File: src/rtl/reg_bank_pkg.sv
// reg_bank_pkg: shared byte width and packed-vector slicing helpers for the register bank
package reg_bank_pkg;
    localparam int BYTE_W = 8;
    function automatic int strb_w(input int width);
        return width / BYTE_W;
    endfunction
    function automatic int slice_lo(input int idx, input int w);
        return idx * w;
    endfunction
endpackage

File: src/rtl/reg_byte_merge.sv
// reg_byte_merge: prioritised byte-strobe merge of all write ports into one register word
module reg_byte_merge
    import reg_bank_pkg::*;
#(
    parameter int WIDTH  = 32,
    parameter int NUM_WR = 2,
    parameter int AW     = 3,
    parameter int IDX    = 0
) (
    input  logic [WIDTH-1:0]                cur,
    input  logic [NUM_WR-1:0]               wr_en,
    input  logic [NUM_WR*AW-1:0]            wr_addr,
    input  logic [NUM_WR*WIDTH-1:0]         wr_data,
    input  logic [NUM_WR*strb_w(WIDTH)-1:0] wr_strb,
    output logic [WIDTH-1:0]                nxt,
    output logic                            hit
);
    localparam int SW = strb_w(WIDTH);

    always_comb begin
        nxt = cur;
        hit = 1'b0;
        for (int p = NUM_WR - 1; p >= 0; p--) begin
            if (wr_en[p] && wr_addr[slice_lo(p, AW) +: AW] == AW'(IDX)) begin
                hit = hit | (|wr_strb[slice_lo(p, SW) +: SW]);
                for (int b = 0; b < SW; b++)
                    if (wr_strb[slice_lo(p, SW) + b])
                        nxt[b*BYTE_W +: BYTE_W] = wr_data[slice_lo(p, WIDTH) + b*BYTE_W +: BYTE_W];
            end
        end
    end
endmodule

File: src/rtl/reg_bank_rw.sv
// reg_bank_rw: multi-port register bank with shadow/active double-buffering and a registered read port
module reg_bank_rw
    import reg_bank_pkg::*;
#(
    parameter int WIDTH  = 32,
    parameter int DEPTH  = 8,
    parameter int NUM_WR = 2,
    parameter int SHADOW = 1,
    localparam int AW    = (DEPTH > 1) ? $clog2(DEPTH) : 1
) (
    input  logic                            clk,
    input  logic                            reset,
    input  logic [NUM_WR-1:0]               wr_en,
    input  logic [NUM_WR*AW-1:0]            wr_addr,
    input  logic [NUM_WR*WIDTH-1:0]         wr_data,
    input  logic [NUM_WR*strb_w(WIDTH)-1:0] wr_strb,
    input  logic                            commit,
    input  logic                            rd_en,
    input  logic [AW-1:0]                   rd_addr,
    input  logic                            rd_shadow,
    output logic [WIDTH-1:0]                rd_data,
    output logic                            rd_valid,
    output logic [DEPTH*WIDTH-1:0]          q_active,
    output logic                            pending,
    output logic                            addr_err
);
    logic [WIDTH-1:0] active_q [DEPTH];
    logic [WIDTH-1:0] active_d [DEPTH];
    logic [WIDTH-1:0] shadow_q [DEPTH];
    logic [WIDTH-1:0] shadow_d [DEPTH];
    logic [WIDTH-1:0] merged [DEPTH];
    logic [DEPTH-1:0] hit_vec;
    logic [WIDTH-1:0] rd_data_q, rd_data_d, rd_word;
    logic             rd_valid_q, rd_valid_d;
    logic             pending_q, pending_d;
    logic             addr_err_q, addr_err_d;
    logic             wr_oob;

    // widened compare keeps the range check meaningful when DEPTH is a power of two
    function automatic logic oob(input logic [AW-1:0] a);
        return {1'b0, a} >= (AW+1)'(DEPTH);
    endfunction

    for (genvar g = 0; g < DEPTH; g++) begin : g_reg
        reg_byte_merge #(
            .WIDTH  (WIDTH),
            .NUM_WR (NUM_WR),
            .AW     (AW),
            .IDX    (g)
        ) u_merge (
            .cur     (SHADOW != 0 ? shadow_q[g] : active_q[g]),
            .wr_en   (wr_en),
            .wr_addr (wr_addr),
            .wr_data (wr_data),
            .wr_strb (wr_strb),
            .nxt     (merged[g]),
            .hit     (hit_vec[g])
        );
        assign q_active[g*WIDTH +: WIDTH] = active_q[g];
    end

    always_comb begin
        for (int r = 0; r < DEPTH; r++) begin
            shadow_d[r] = SHADOW != 0 ? merged[r] : '0;
            active_d[r] = (SHADOW == 0 || commit) ? merged[r] : active_q[r];
        end
        wr_oob = 1'b0;
        for (int p = 0; p < NUM_WR; p++)
            wr_oob = wr_oob | (wr_en[p] && oob(wr_addr[slice_lo(p, AW) +: AW]));
        pending_d  = SHADOW != 0 && !commit && (pending_q || |hit_vec);
        addr_err_d = addr_err_q || wr_oob || (rd_en && oob(rd_addr));
        rd_word    = oob(rd_addr) ? '0 :
                     (rd_shadow && SHADOW != 0) ? shadow_q[rd_addr] : active_q[rd_addr];
        rd_data_d  = rd_en ? rd_word : rd_data_q;
        rd_valid_d = rd_en;
    end

    always_ff @(posedge clk) begin
        if (!reset) begin
            active_q   <= '{default: '0};
            shadow_q   <= '{default: '0};
            rd_data_q  <= '0;
            rd_valid_q <= 1'b0;
            pending_q  <= 1'b0;
            addr_err_q <= 1'b0;
        end else begin
            active_q   <= active_d;
            shadow_q   <= shadow_d;
            rd_data_q  <= rd_data_d;
            rd_valid_q <= rd_valid_d;
            pending_q  <= pending_d;
            addr_err_q <= addr_err_d;
        end
    end

    assign rd_data  = rd_data_q;
    assign rd_valid = rd_valid_q;
    assign pending  = pending_q;
    assign addr_err = addr_err_q;
endmodule

File: config.mk
export PLATFORM = sky130hd
export DESIGN_NAME = reg_bank_rw
export DESIGN_NICKNAME = d
export VERILOG_FILES = /design/src/rtl/reg_bank_pkg.sv /design/src/rtl/reg_byte_merge.sv /design/src/rtl/reg_bank_rw.sv
export SDC_FILE = /design/constraint.sdc
export NUM_CORES = 1
export LEC_CHECK = 0
export CAP_MARGIN = 20
export CORE_UTILIZATION = 50
export DETAILED_ROUTE_END_ITERATION = 8
export PLACE_DENSITY = 0.84
export SYNTH_ARGS = -nofsm -noshare
export SYNTH_HDL_FRONTEND = slang
export SYNTH_SLANG_ARGS = --single-unit
File: constraint.sdc
create_clock -name clk -period 1.7 [get_ports clk]
set_input_delay 0.34 -clock clk [delete_from_list [all_inputs] [get_ports clk]]
set_output_delay 0.34 -clock clk [all_outputs]
set_load 0.02 [all_outputs]
Word-level counts from Yosys, hierarchy flattened. Index checks and enable logic that the tools add are counted.

$lt $le $gt $ge: 1. Mux-type cells: 103. Equal/unequal tests: 14. Reduce and logical (&&, ||, !) cells: 24. Bitwise logic cells: 9.

Operator list (count): 32-bit 2-to-1 mux (21); 8-bit 2-to-1 mux (64); 32-bit binary-select mux with 3-bit select (2); 3-bit == test (second input constant) (8); 1-bit logical AND (17); 1-bit 2-to-1 mux (16); 3-bit by 2-bit == test with 1-bit output (second input constant) (4); 1-bit OR (8); 4-bit OR reduction (2); 8-bit OR reduction (1); 3-bit by 1-bit == test with 1-bit output (second input constant) (2); 3-bit logical NOT (2); 4-bit greater-or-equal comparator (second input constant) (1); 3-bit NOT with 4-bit output (1); 1-bit logical NOT (1); 1-bit logical OR (1).

Word-level logic and storage cells: 170. Flip-flop bits (word level): 546. Bits of input ports: 88. Output and inout port bits: 291.

Depth between registers and ports, before layout.
Depth in word-level cells: 8. Gate-level depth with buffers: 7. Depth with buffers taken out: 4.

By module. From an unflattened synthesis, not the netlist that was laid out.

Cell total of the unflattened synthesis: 3088. Area, all modules: 28940.3 um^2.

Modules (own cells, without submodules): reg_bank_rw (cells an instance 2056, area an instance 21241.6 um^2, seq. area each 10930.5 um^2, times used 1); reg_byte_merge (g_reg[1].u_merge ...) (cells an instance 129, area an instance 915.9 um^2, seq. area each 0.0 um^2, times used 4); reg_byte_merge (g_reg[5].u_merge ...) (cells an instance 130, area an instance 1037.2 um^2, seq. area each 0.0 um^2, times used 2); reg_byte_merge (g_reg[3].u_merge) (cells an instance 128, area an instance 1029.7 um^2, seq. area each 0.0 um^2, times used 1); reg_byte_merge (g_reg[0].u_merge) (cells an instance 128, area an instance 930.9 um^2, seq. area each 0.0 um^2, times used 1).

Least setup slack after synthesis. OpenSTA, ideal clock, no wires.

Path type: input to register. From: in wr_en[0]. To: reg active_q, in the netlist q_active[38]. Stages: 6. Slack: -0.063 ns. Required time: 1.583 ns. Setup time: 0.117 ns. Buffers on the path: 2. Arrival: 1.646 ns. Path through: buf_2 nor3b_4 nand3_1 buf_2 or2_2 a32o_1.

Cells in the longest elaborated chain, start to end: 2.

RTL lines: from (decl) (RTL line reg_bank_rw.sv:13) `input logic [NUM_WR-1:0] wr_en,`; 1-bit logical AND (RTL line reg_byte_merge.sv:24) `if (wr_en[p] && wr_addr[slice_lo(p, AW) +: AW] == AW'(IDX)) begin`; 32-bit 2-to-1 mux (RTL line reg_byte_merge.sv:24); to (signal assigned) (RTL line reg_bank_rw.sv:87) `active_q <= active_d;`; to (decl) (RTL line reg_bank_rw.sv:27) `logic [WIDTH-1:0] active_q [DEPTH];`.

Every way passes these cells. A chain may end at the register's enable or synchronous reset.

Final worst setup path.
From: reg active_q, in the netlist q_active[163]. To: out q_active[163].

RTL lines: to (decl) (RTL line reg_bank_rw.sv:23) `output logic [DEPTH*WIDTH-1:0] q_active,`.

No word-level cell between the ends.

==> run summary <==
The placed instance count came out at about 4,200. Leaving out fill and tap cells, the most frequent cell in the layout is dfxtp_1. The data required time of the worst path came out at ~1.4 ns.

The iteration-0 DRC count of the detailed router came out at 3,821. Across all layers, the routed design uses around 29,000 vias. The share of synthesized area in the top cell type comes to 0.394. The run finished, with violations left.

The area growth from synthesis to layout is 30.4%. The total clock buffers created by CTS came out at 57. The peak supply drop came out at 871 µV. At the worst endpoint, the arrival time is about 1.4 ns. The worst-path maximum fanout is 3. The post-synthesis register bit count is roughly 550. The class of the worst hold path is input pin to flop. The effective utilization at floorplan came out at 0.511. Sorting the synthesized cells by area gives the leading types as dfxtp_1 (39%), mux2i_1 (9.2%), a32o_1 (9.1%). The x dimension of the die is 238 µm. Across the routed clock network, the largest skew measured is between 0.02 and 0.025 ns. The static leakage power is approximately 0.016 µW. Setup repair after global routing left no endpoint under its margin. Traced cell by cell, the critical path runs through clkdlybuf4s15_2. The number of H-tree levels is 2. The number of cells on the worst reg-to-reg path is 4. The count of final max-slew check failures came out at 0. The routed via count divided by cell count is 6.61.

The clock edge transition at the registers on the reported setup and hold paths came out at around 0.06 ns. The post-route minimum period came out at 1.71 ns. In the layout the commonest cells are dfxtp_1 (526), and3_1 (286), nor2b_1 (257). The synthesized design spends more area on one cell type than any other, namely dfxtp_1. Setup total negative slack on the finished layout was measured at -0.00969 ns. Together, buffers and inverters on the worst path number 1.

The detailed-route DRC error count came out at 0. The highest clock rate is just under 0.6 GHz. The region available for standard cell placement spans 54,300 µm². The clock latency of the later-clocked register in the worst-skew pair came out at 0.63 ns. The source of the worst register-to-register timing path is q_active[249]. The number of global-route vias before repair is approximately 27,000. After synthesis the cells add up to between 20,000 and 30,000 µm². The worst setup path is captured at an output port. Of the cells placed in the final design, the portion with a size suffix greater than 1 is 0.189.

For this design, the slowest cell found on the critical path is dfxtp_1. The number of port buffers came out at ~380. The net count reported at finish came out at approximately 3,600. The number of antenna violations at the first check in global routing is 5. The register-to-register path setup slack is roughly 0.6 ns. Yosys mapped a number of flops with a built-in enable equal to 0.

The cell chosen for the clock root is clkbuf_16. The share of the Yosys chip area taken by registers is 0.394. Broken down by cell family, the worst path's largest delay share belongs to flip-flops. Counting every net in the synthesized netlist gives between 3,000 and 4,000. In this run the worst setup path terminates at q_active[163]. The maximum number of pins on one net before global-route repair came out at roughly 150. Setup violations remaining at the end of the flow were counted as 1. The count of synthesis-stage warnings from yosys came out at 0.

Among all flip-flop cells after synthesis, the most frequent one is dfxtp_1. The worst-case clock buffer depth came out at 3. The element type at the critical path start is a flop. Across all setup checks in the final design, the least slack found is -0.00969 ns. The number of iterations in the first detailed-routing pass is 7.

The floorplan has 85 rows. On the worst path, the slowest cell contributes a delay of between 0.4 and 0.5 ns. CTS saw roughly 550 sinks. The number of maximum-capacitance violations came out at 0. The synthesized netlist cell count came out at slightly above 3,000. The number of endpoints with negative hold slack in the final report was 0.

After global routing, the most crowded layer is met2. The total half-perimeter wirelength after legalization and detailed placement came out at approximately 70,000 µm. The fraction of met2 tracks used by global routing came out at 0.565. The vertical die dimension is 238 µm. The post-synthesis average cell area is 8.93 µm². The start point of the critical path is q_active[163]. The endpoint identified for the worst register-to-register timing path is rd_data[25]. In the global route stage, overall resource usage came out at 0.361. The checks that failed: negative setup slack. The critical path depth is 1. The kind of critical path is flop to output port.

The unique cell type count in the Yosys netlist is 38. The aggregate global routing overflow came out at 0. The met1 global-route usage is 0.476.

Once detail routing completed, the nets flagged for antenna violations numbered 0. The sum of routed wire length over all layers came out at about 110,000 µm. The first-pass GRT wire length came out at approximately 160,000 µm. The final estimated routing congestion in global placement is around 0.92.

The die footprint is around 56,000 µm². Excluding fillers, the count of instances in the completed layout stands at approximately 4,300. The fraction of registers with async set or reset after synthesis came out at 0. The period utilization came out at 1.01. The slew at the pin with the worst max-slew slack came out at ~0.64 ns.

The number of fill cells came out at between 4,000 and 5,000. The global-route track usage on met3 is 0.0715. The total I/O pin count is roughly 380. The power density relative to cell area came out at ~850 nW/µm². TritonCTS built the clock tree. After detailed routing, the average wire length per cell comes to between 20 and 25 µm. In this run the tightest slew margin relative to its limit is 0.570.
## per-stage QoR
stage	power [µW]	hold WS [ns]	cell area [µm²]	utilization	setup WS [ns]
after floorplan	16000	0.462	27900	-	-0.0312
final	30600	0.136	36200	0.666	-0.00969
after global placement	18000	0.436	34300	0.632	-0.768
after global routing	31300	0.180	36200	0.666	0.0000810
after detailed placement	18100	0.439	34300	0.632	-0.821
after CTS	30500	0.101	36200	0.666	0.0000114
## worst min-delay path by stage
stage | startpoint | to | slack (ns) | depth (start not counted)
3_3_place_gp | rd_data[15] | rd_data[15] | 0.44 | 2
5_1_grt | commit | q_active[230] | 0.18 | 3
6_report | commit | q_active[230] | 0.14 | 3
2_1_floorplan | rd_en | rd_valid | 0.46 | 1
3_5_place_dp | rd_data[18] | rd_data[18] | 0.44 | 2
4_1_cts | commit | q_active[230] | 0.10 | 3
## area by class of cell
class,count,area [µm²],share of cell area
Antenna cell,4,10.0,0.000277
Clock buffer,77,1640,0.0454
Tap cell,739,925,0.0256
Sequential cell,546,11000,0.303
Timing Repair Buffer,646,6580,0.182
Multi-Input combinational cell,2274,15800,0.438
Clock inverter,29,240,0.00664
## flip-flops by register name (all words and copies together), names as in the netlist
name and count:
q_active 256, shadow_q 256, rd_data 32, pending 1
rd_valid 1
## per-layer routing
metal  part of all wire  vias up
met2               0.45     2044
met1               0.39    13632
li1                   -    12473
met3               0.12      379
met4              0.045        6
met5            0.00039        -
## cell families (layout without fill, tap and decap cells)
group	after synthesis	after routing	synth area share
flip-flops	546	546	0.394
AND/OR/NAND/NOR	1369	1370	0.280
AO/OA/AOI/OAI	647	647	0.192
multiplexers	256	256	0.0923
other	1	5	0.000135
buffers and inverters	289	752	0.0421
## timing repair
| action | 4_1_cts | 5_1_grt |
|---|---|---|
| resized for setup | 576 | 83 |
| pin swaps | 1 | 0 |
| gates cloned | 1 | 0 |
| buffers inserted | 0 | 0 |
| setup endpoints to repair | 595 | 269 |
| hold buffers | 0 | 0 |
## power by group
group	total, µW	switching (µW)	internal, µW
clock	12800	5540	7230
combinational	4340	2550	1790
sequential	13500	299	13200
## synthesized netlist by cell type, types with 2 or more instances
cell / instances
dfxtp_1: 546
and3_1: 287
nor2b_1: 261
mux2i_1: 256
a32o_1: 253
nand2_1: 246
nand3_1: 246
clkbuf_1: 213
o21ai_0: 130
a221o_1: 125
or2_2: 125
or3_1: 93
a21oi_1: 64
a22oi_1: 64
buf_2: 49
nand2b_1: 37
and3b_1: 36
buf_1: 23
nor2_1: 13
nand3b_1: 6
and2_0: 4
and2_1: 3
nand3b_4: 3
o31ai_1: 3
or2_1: 3
a31oi_1: 2
buf_4: 2
buf_6: 2
nor3b_1: 2
o22a_1: 2
o41ai_1: 2
Power figures use the tool's default switching activity.
